File: src/rtl/mem_arbiter_pkg.sv
// mem_arbiter_pkg: shared FSM state and requester-select types for mem_arbiter
package mem_arbiter_pkg;
    typedef enum logic [1:0] {IDLE, SERVE_DATA, SERVE_INSTR} state_e;
    typedef enum logic {SEL_DATA, SEL_INSTR} sel_e;
endpackage

File: src/rtl/mem_arbiter.sv
// mem_arbiter: two-port (data, instruction) arbiter onto a single shared memory port
// Ports: clk, reset_n (async active-low)
//        instr_m_*  instruction read requester (access/address in, ack/data_in out)
//        data_m_*   data requester (access/address/wr_en/data_out/bytesel in, ack/data_in out)
//        q_m_*      shared memory request out, q_m_ack/q_m_data_in back
module mem_arbiter
    import mem_arbiter_pkg::*;
#(
    parameter bit ROUND_ROBIN = 1'b1
) (
    input  logic        clk,
    input  logic        reset_n,
    input  logic        instr_m_access,
    input  logic [19:1] instr_m_address,
    output logic        instr_m_ack,
    output logic [15:0] instr_m_data_in,
    input  logic        data_m_access,
    input  logic [19:1] data_m_address,
    input  logic        data_m_wr_en,
    input  logic [15:0] data_m_data_out,
    input  logic [1:0]  data_m_bytesel,
    output logic        data_m_ack,
    output logic [15:0] data_m_data_in,
    output logic        q_m_access,
    output logic [19:1] q_m_address,
    output logic        q_m_wr_en,
    output logic [15:0] q_m_data_out,
    output logic [1:0]  q_m_bytesel,
    input  logic        q_m_ack,
    input  logic [15:0] q_m_data_in
);
    state_e      state_q, state_d;
    sel_e        last_q;
    logic [19:1] addr_q;
    logic        wr_q;
    logic [15:0] dout_q;
    logic [1:0]  bsel_q;
    logic        pick_data;
    // On a tie, data wins unless round-robin says instruction is owed a turn.
    assign pick_data = data_m_access && (!instr_m_access || !ROUND_ROBIN || last_q == SEL_INSTR);
    always_ff @(posedge clk or negedge reset_n) begin
        if (!reset_n) state_q <= IDLE;
        else          state_q <= state_d;
    end
    always_comb begin
        state_d = state_q;
        case (state_q)
            IDLE:        state_d = pick_data ? SERVE_DATA : instr_m_access ? SERVE_INSTR : IDLE;
            SERVE_DATA,
            SERVE_INSTR: state_d = q_m_ack ? IDLE : state_q;
            default:     state_d = IDLE;
        endcase
    end
    always_comb begin
        q_m_access      = state_q != IDLE;
        data_m_ack      = state_q == SERVE_DATA && q_m_ack;
        instr_m_ack     = state_q == SERVE_INSTR && q_m_ack;
        data_m_data_in  = data_m_ack ? q_m_data_in : 16'h0;
        instr_m_data_in = instr_m_ack ? q_m_data_in : 16'h0;
        q_m_address     = addr_q;
        q_m_wr_en       = wr_q;
        q_m_data_out    = dout_q;
        q_m_bytesel     = bsel_q;
    end
    // Request fields are captured at grant so the requester may change them mid-transaction.
    always_ff @(posedge clk or negedge reset_n) begin
        if (!reset_n) begin
            last_q <= SEL_INSTR;
            addr_q <= '0;
            wr_q   <= 1'b0;
            dout_q <= '0;
            bsel_q <= '0;
        end else if (state_q == IDLE && state_d == SERVE_DATA) begin
            addr_q <= data_m_address;
            wr_q   <= data_m_wr_en;
            dout_q <= data_m_data_out;
            bsel_q <= data_m_bytesel;
        end else if (state_q == IDLE && state_d == SERVE_INSTR) begin
            addr_q <= instr_m_address;
            wr_q   <= 1'b0;
            dout_q <= '0;
            bsel_q <= 2'b11;
        end else if (data_m_ack) begin
            last_q <= SEL_DATA;
        end else if (instr_m_ack) begin
            last_q <= SEL_INSTR;
        end
    end
endmodule

File: config.mk
export PLATFORM = sky130hd
export DESIGN_NAME = mem_arbiter
export DESIGN_NICKNAME = d
export VERILOG_FILES = /design/src/rtl/mem_arbiter_pkg.sv /design/src/rtl/mem_arbiter.sv
export SDC_FILE = /design/constraint.sdc
export NUM_CORES = 1
export LEC_CHECK = 0
export ABC_AREA = 1
export BUFFER_PORTS_ARGS = -buffer_cell sky130_fd_sc_hd__buf_4
export CORE_ASPECT_RATIO = 0.7
export CORE_MARGIN = 4
export CORE_UTILIZATION = 45
export DETAILED_ROUTE_END_ITERATION = 10
export PLACE_DENSITY_LB_ADDON = 0.1
export SYNTH_ARGS = -nofsm -noshare
export SYNTH_HDL_FRONTEND = slang
export SYNTH_SLANG_ARGS = --single-unit
File: constraint.sdc
create_clock -name clk -period 2.6 [get_ports clk]
set_input_delay 0.52 -clock clk [delete_from_list [all_inputs] [get_ports clk]]
set_output_delay 0.52 -clock clk [all_outputs]
set_load 0.01 [all_outputs]
* After elaboration in Yosys (flattened, before gate mapping)
Index checks and enable logic that the tools add are counted. W data, S select, Z words.
Cells by class: eq/ne operators 4, multiplexer cells 16, bitwise operators 2, reduce and logical (&&, ||, !) cells 13
Operators by type and width (count):
- $mux W16 | 4
- $mux W19 | 2
- $mux W2 | 5
- $reduce_bool A2 Y1 | 3
- $logic_and A1 B1 Y1 | 5
- $eq A2 B1 Y1 const B | 2
- $eq A2 B2 Y1 const B | 2
- $mux W1 | 4
- $pmux W2 S2 | 1
- $reduce_and A3 Y1 | 1
- $logic_not A2 Y1 | 1
- $not A1 Y1 | 2
- $reduce_or A2 Y1 | 1
- $logic_not A1 Y1 | 1
- $logic_or A1 B1 Y1 | 1
Storage, ports and cells: register bits after elaboration 41, input bits 78, output and inout bits 73, logic and storage cells 41

* Depth between registers and ports, before layout
depth in word-level cells 9, mapped depth 11, depth with buffers taken out 10

* Least setup slack after synthesis
No wires, ideal clock.
path kind reg2out, from reg state_q[1], to out data_m_ack, data arrival time 1212 ps, data required time 2080 ps, setup slack 868 ps, stages on the path, launching flop included 6, path buffers 1, cell sequence dfrtp_1 -> inv_1 -> ha_1 -> nand2_1 -> clkbuf_1 -> inv_1
Between the ends: cells in the longest elaborated chain, start to end 2
RTL lines:
- start: declaration | line mem_arbiter.sv:32 | state_e state_q, state_d;
- start signal: assignment | line mem_arbiter.sv:43 | else state_q <= state_d;
- $eq A2 B1 Y1 | line mem_arbiter.sv:56 | data_m_ack = state_q == SERVE_DATA && q_m_ack;
- $logic_and A1 B1 Y1 | line mem_arbiter.sv:56
- end: declaration | line mem_arbiter.sv:22 | output logic data_m_ack,
No other way between the ends.

* Worst setup path in the final report
from reg state_q[1], to out data_m_data_in[2]
Between the ends: cells in the longest elaborated chain, start to end 3
RTL lines:
- $eq A2 B1 Y1 | line mem_arbiter.sv:56
- $logic_and A1 B1 Y1 | line mem_arbiter.sv:56
- $mux W16 | line mem_arbiter.sv:58 | data_m_data_in = data_m_ack ? q_m_data_in : 16'h0;
- end: declaration | line mem_arbiter.sv:23 | output logic [15:0] data_m_data_in,
No other way between the ends.

==> impl_metrics.tcl <==
set metrics [dict create \
    syn_to_final_growth_pct 52.32 \
    setup_tns_ns 0 \
    maxSlewHeadroom_pct 57.27 \
    synth_area_leaders "dfrtp_1, nand2_1, nand3_1" \
    grt.total_usage_pct 22.72 \
    synth.most_common_cell "nand2_1" \
    synth_top_area_share_pct 42.19 \
    status "completed" \
    synth_ff_type "dfrtp_1" \
    synth_top_family_by_area "simple AND/OR/NAND/NOR gates" \
    slowest_delay_ns 0.42 \
    rows 21 \
    dpl.hpwl_um 5557 \
    powerDensity_mw_per_mm2 1014 \
    worstPathCellList "inv_1 -> ha_1 -> nand2_1 -> nor2_1 -> buf_4" \
    cts_hold_buffers 0 \
    yosys-mux-area-fraction_pct 0 \
    hold_path_class "in2async" \
    port-buffer-count 150 \
    fin_crit_ns 2.279 \
    vias 2570 \
    post_dp_cell_area_mm2 0.003493 \
    via_per_inst 4.795 \
    synthAdderAreaFrac_pct 2.110 \
    path_class "reg2out" \
    routabilityCongestion 0.8201 \
    grt_antenna_before_repair 0 \
    critPathLaunchType "register" \
    clk_pin_slew_ns 0.08 \
    io_pins 151 \
    synth_edf_count 0 \
    drive_gt1_share_pct 37.47 \
    cts_sinks 41 \
    grt_pass1_vias 2514 \
    synth_seq_cells 41 \
    die_w_um 94.78 \
    routed_wl_um 7211 \
    async_flop_share_pct 100.0 \
    cp.required_ns 2.08 \
    slowest_stage "dfrtp_1" \
    syn_area_mm2 0.002372 \
    diodes 0 \
    slew_viol_final 0 \
    finalClockSkew_ns 0.008293 \
    final_area_mm2 0.003613 \
    ir_drop_v 0.0005717 \
    crit_fanout 19 \
    synth_xor_area_share_pct 0 \
    syn_inst 321 \
    ant_nets 0 \
    cts_buffers 5 \
    placed_cells 528 \
    arrival_ns 1.76 \
    grt_max_degree 42 \
    path_delay_family "simple AND/OR/NAND/NOR gates" \
    final_cells 536 \
    synth_top_cell_by_area "dfrtp_1" \
    cp-end-kind "output port" \
    die_h_um 68.75 \
    synth.net_count 403 \
    insertion_delay_ns 0.30 \
    timing.final.crit_share_pct 87.67 \
    max_freq_mhz 438.7 \
    postCtsSetupBuffers 0 \
    max_cap_viol_count 0 \
    cts_root_buffer "clkbuf_8" \
    power.leakage_nw 2.141 \
    overflow 0 \
    synth-compound-area-share_pct 6.540 \
    total_power_mw 3.666 \
    grt_pass1_wl_um 11500 \
    nNetsFinal 548 \
    cts_max_path_buffers 2 \
    worst_pin_slew_ns 0.6394 \
    drc 0 \
    ys_warn_count 0 \
    synth_area_per_cell_um2 7.390 \
    dieArea_mm2 0.006516 \
    synth_common_cells "nand2_1, nand3_1, inv_1" \
    h-tree-depth 2 \
    first_pass_iters 4 \
    hold_viol 0 \
    ctsResizeCount 0 \
    synth_simple_gate_area_share_pct 34.39 \
    start_util_pct 48.02 \
    seq_area_frac_synth_pct 43.30 \
    core_mm2 0.004940 \
    rsz0062_at_grt "false" \
    dr.first_iter.drc_count 84 \
    routedWlPerCell_um 13.45 \
    setup_viol 0 \
    synthDistinctLibCells 20 \
    tritoncts "built" \
    critical_path_buf_inv_count 2 \
]
-- area by class of cell --
type                    count  area (um^2)
clock buffers               6        82.58
clock inverters             2        37.54
fillers                   391         1326
inverters                  48        180.2
multi-input cells         213         1021
flip-flops and latches     41         1027
well taps                  69        86.33
repair buffers            157         1179
-- sequential cells by signal, indices dropped and copies added (netlist names) --
| register | count |
|---|---|
| q_m_address | 19 |
| q_m_data_out | 16 |
| q_m_bytesel | 2 |
| state_q | 2 |
| last_q | 1 |
| q_m_wr_en | 1 |
-- layout by cell type, fill, tap and decap left out --
master	n
clkinvlp_4	1
dfrtp_1	40
clkbuf_8	6
nor2_4	1
nor2_1	38
bufinv_16	1
buf_4	157
ha_1	4
nand3_2	3
nand2_2	3
clkinv_1	1
inv_2	2
inv_1	45
nand3_1	59
a21oi_1	1
nand2_1	83
nand4_1	1
a21o_1	1
o21bai_1	19
dfstp_2	1
-- power by group --
part	total, mW	switching [mW]	internal [mW]
Combinational	1.98	1.11	0.875
Sequential	1.14	0.186	0.958
Clock	0.537	0.225	0.312
Total	3.67	1.52	2.15
-- metal layers --
| metal | global-route usage (%) | wire length [um] | vias to the layer above | part of all wire (%) |
|---|---|---|---|---|
| li1 | - | - | 1275 | - |
| met1 | 29.17 | 3150 | 1204 | 44 |
| met2 | 39.51 | 3505 | 84 | 49 |
| met3 | 5.206 | 494 | 7 | 6.9 |
| met4 | 5.396 | 61 | 0 | 0.85 |
| met5 | 0 | 0 | - | 0 |
-- kinds of logic (layout without fill, tap and decap cells) --
family,Yosys count,in the layout
AOI/OAI and AO/OA,21,21
adders and majority gates,4,4
buffers and inverters,67,213
and+or+nand+nor,188,188
DFF,41,41
-- worst paths after layout --
kind,start,endpoint,slack (ns),cells after the start
worst min register to register,last_q,last_q,0.49,2
worst min-delay path,reset_n,q_m_data_out[9],0.19,1
max in group asynchronous,reset_n,last_q,2.05,1
min in group clk,data_m_data_out[1],q_m_data_out[1],0.42,3
worst max register to register,state_q[1],q_m_address[4],0.38,10
worst max-delay path,state_q[1],data_m_data_in[2],0.32,5
-- stage by stage --
stage	setup WS, ns	util (%)	hold slack (ns)
6_report	0.3206	73.15	0.1936
3_5_place_dp	0.3816	70.72	0.4822
5_1_grt	0.09965	73.15	0.2187
3_3_place_gp	0.5019	70.72	0.4639
2_1_floorplan	0.8679	-	0.2244
4_1_cts	0.3385	73.15	0.2013
(Power assumes the default switching activity.)
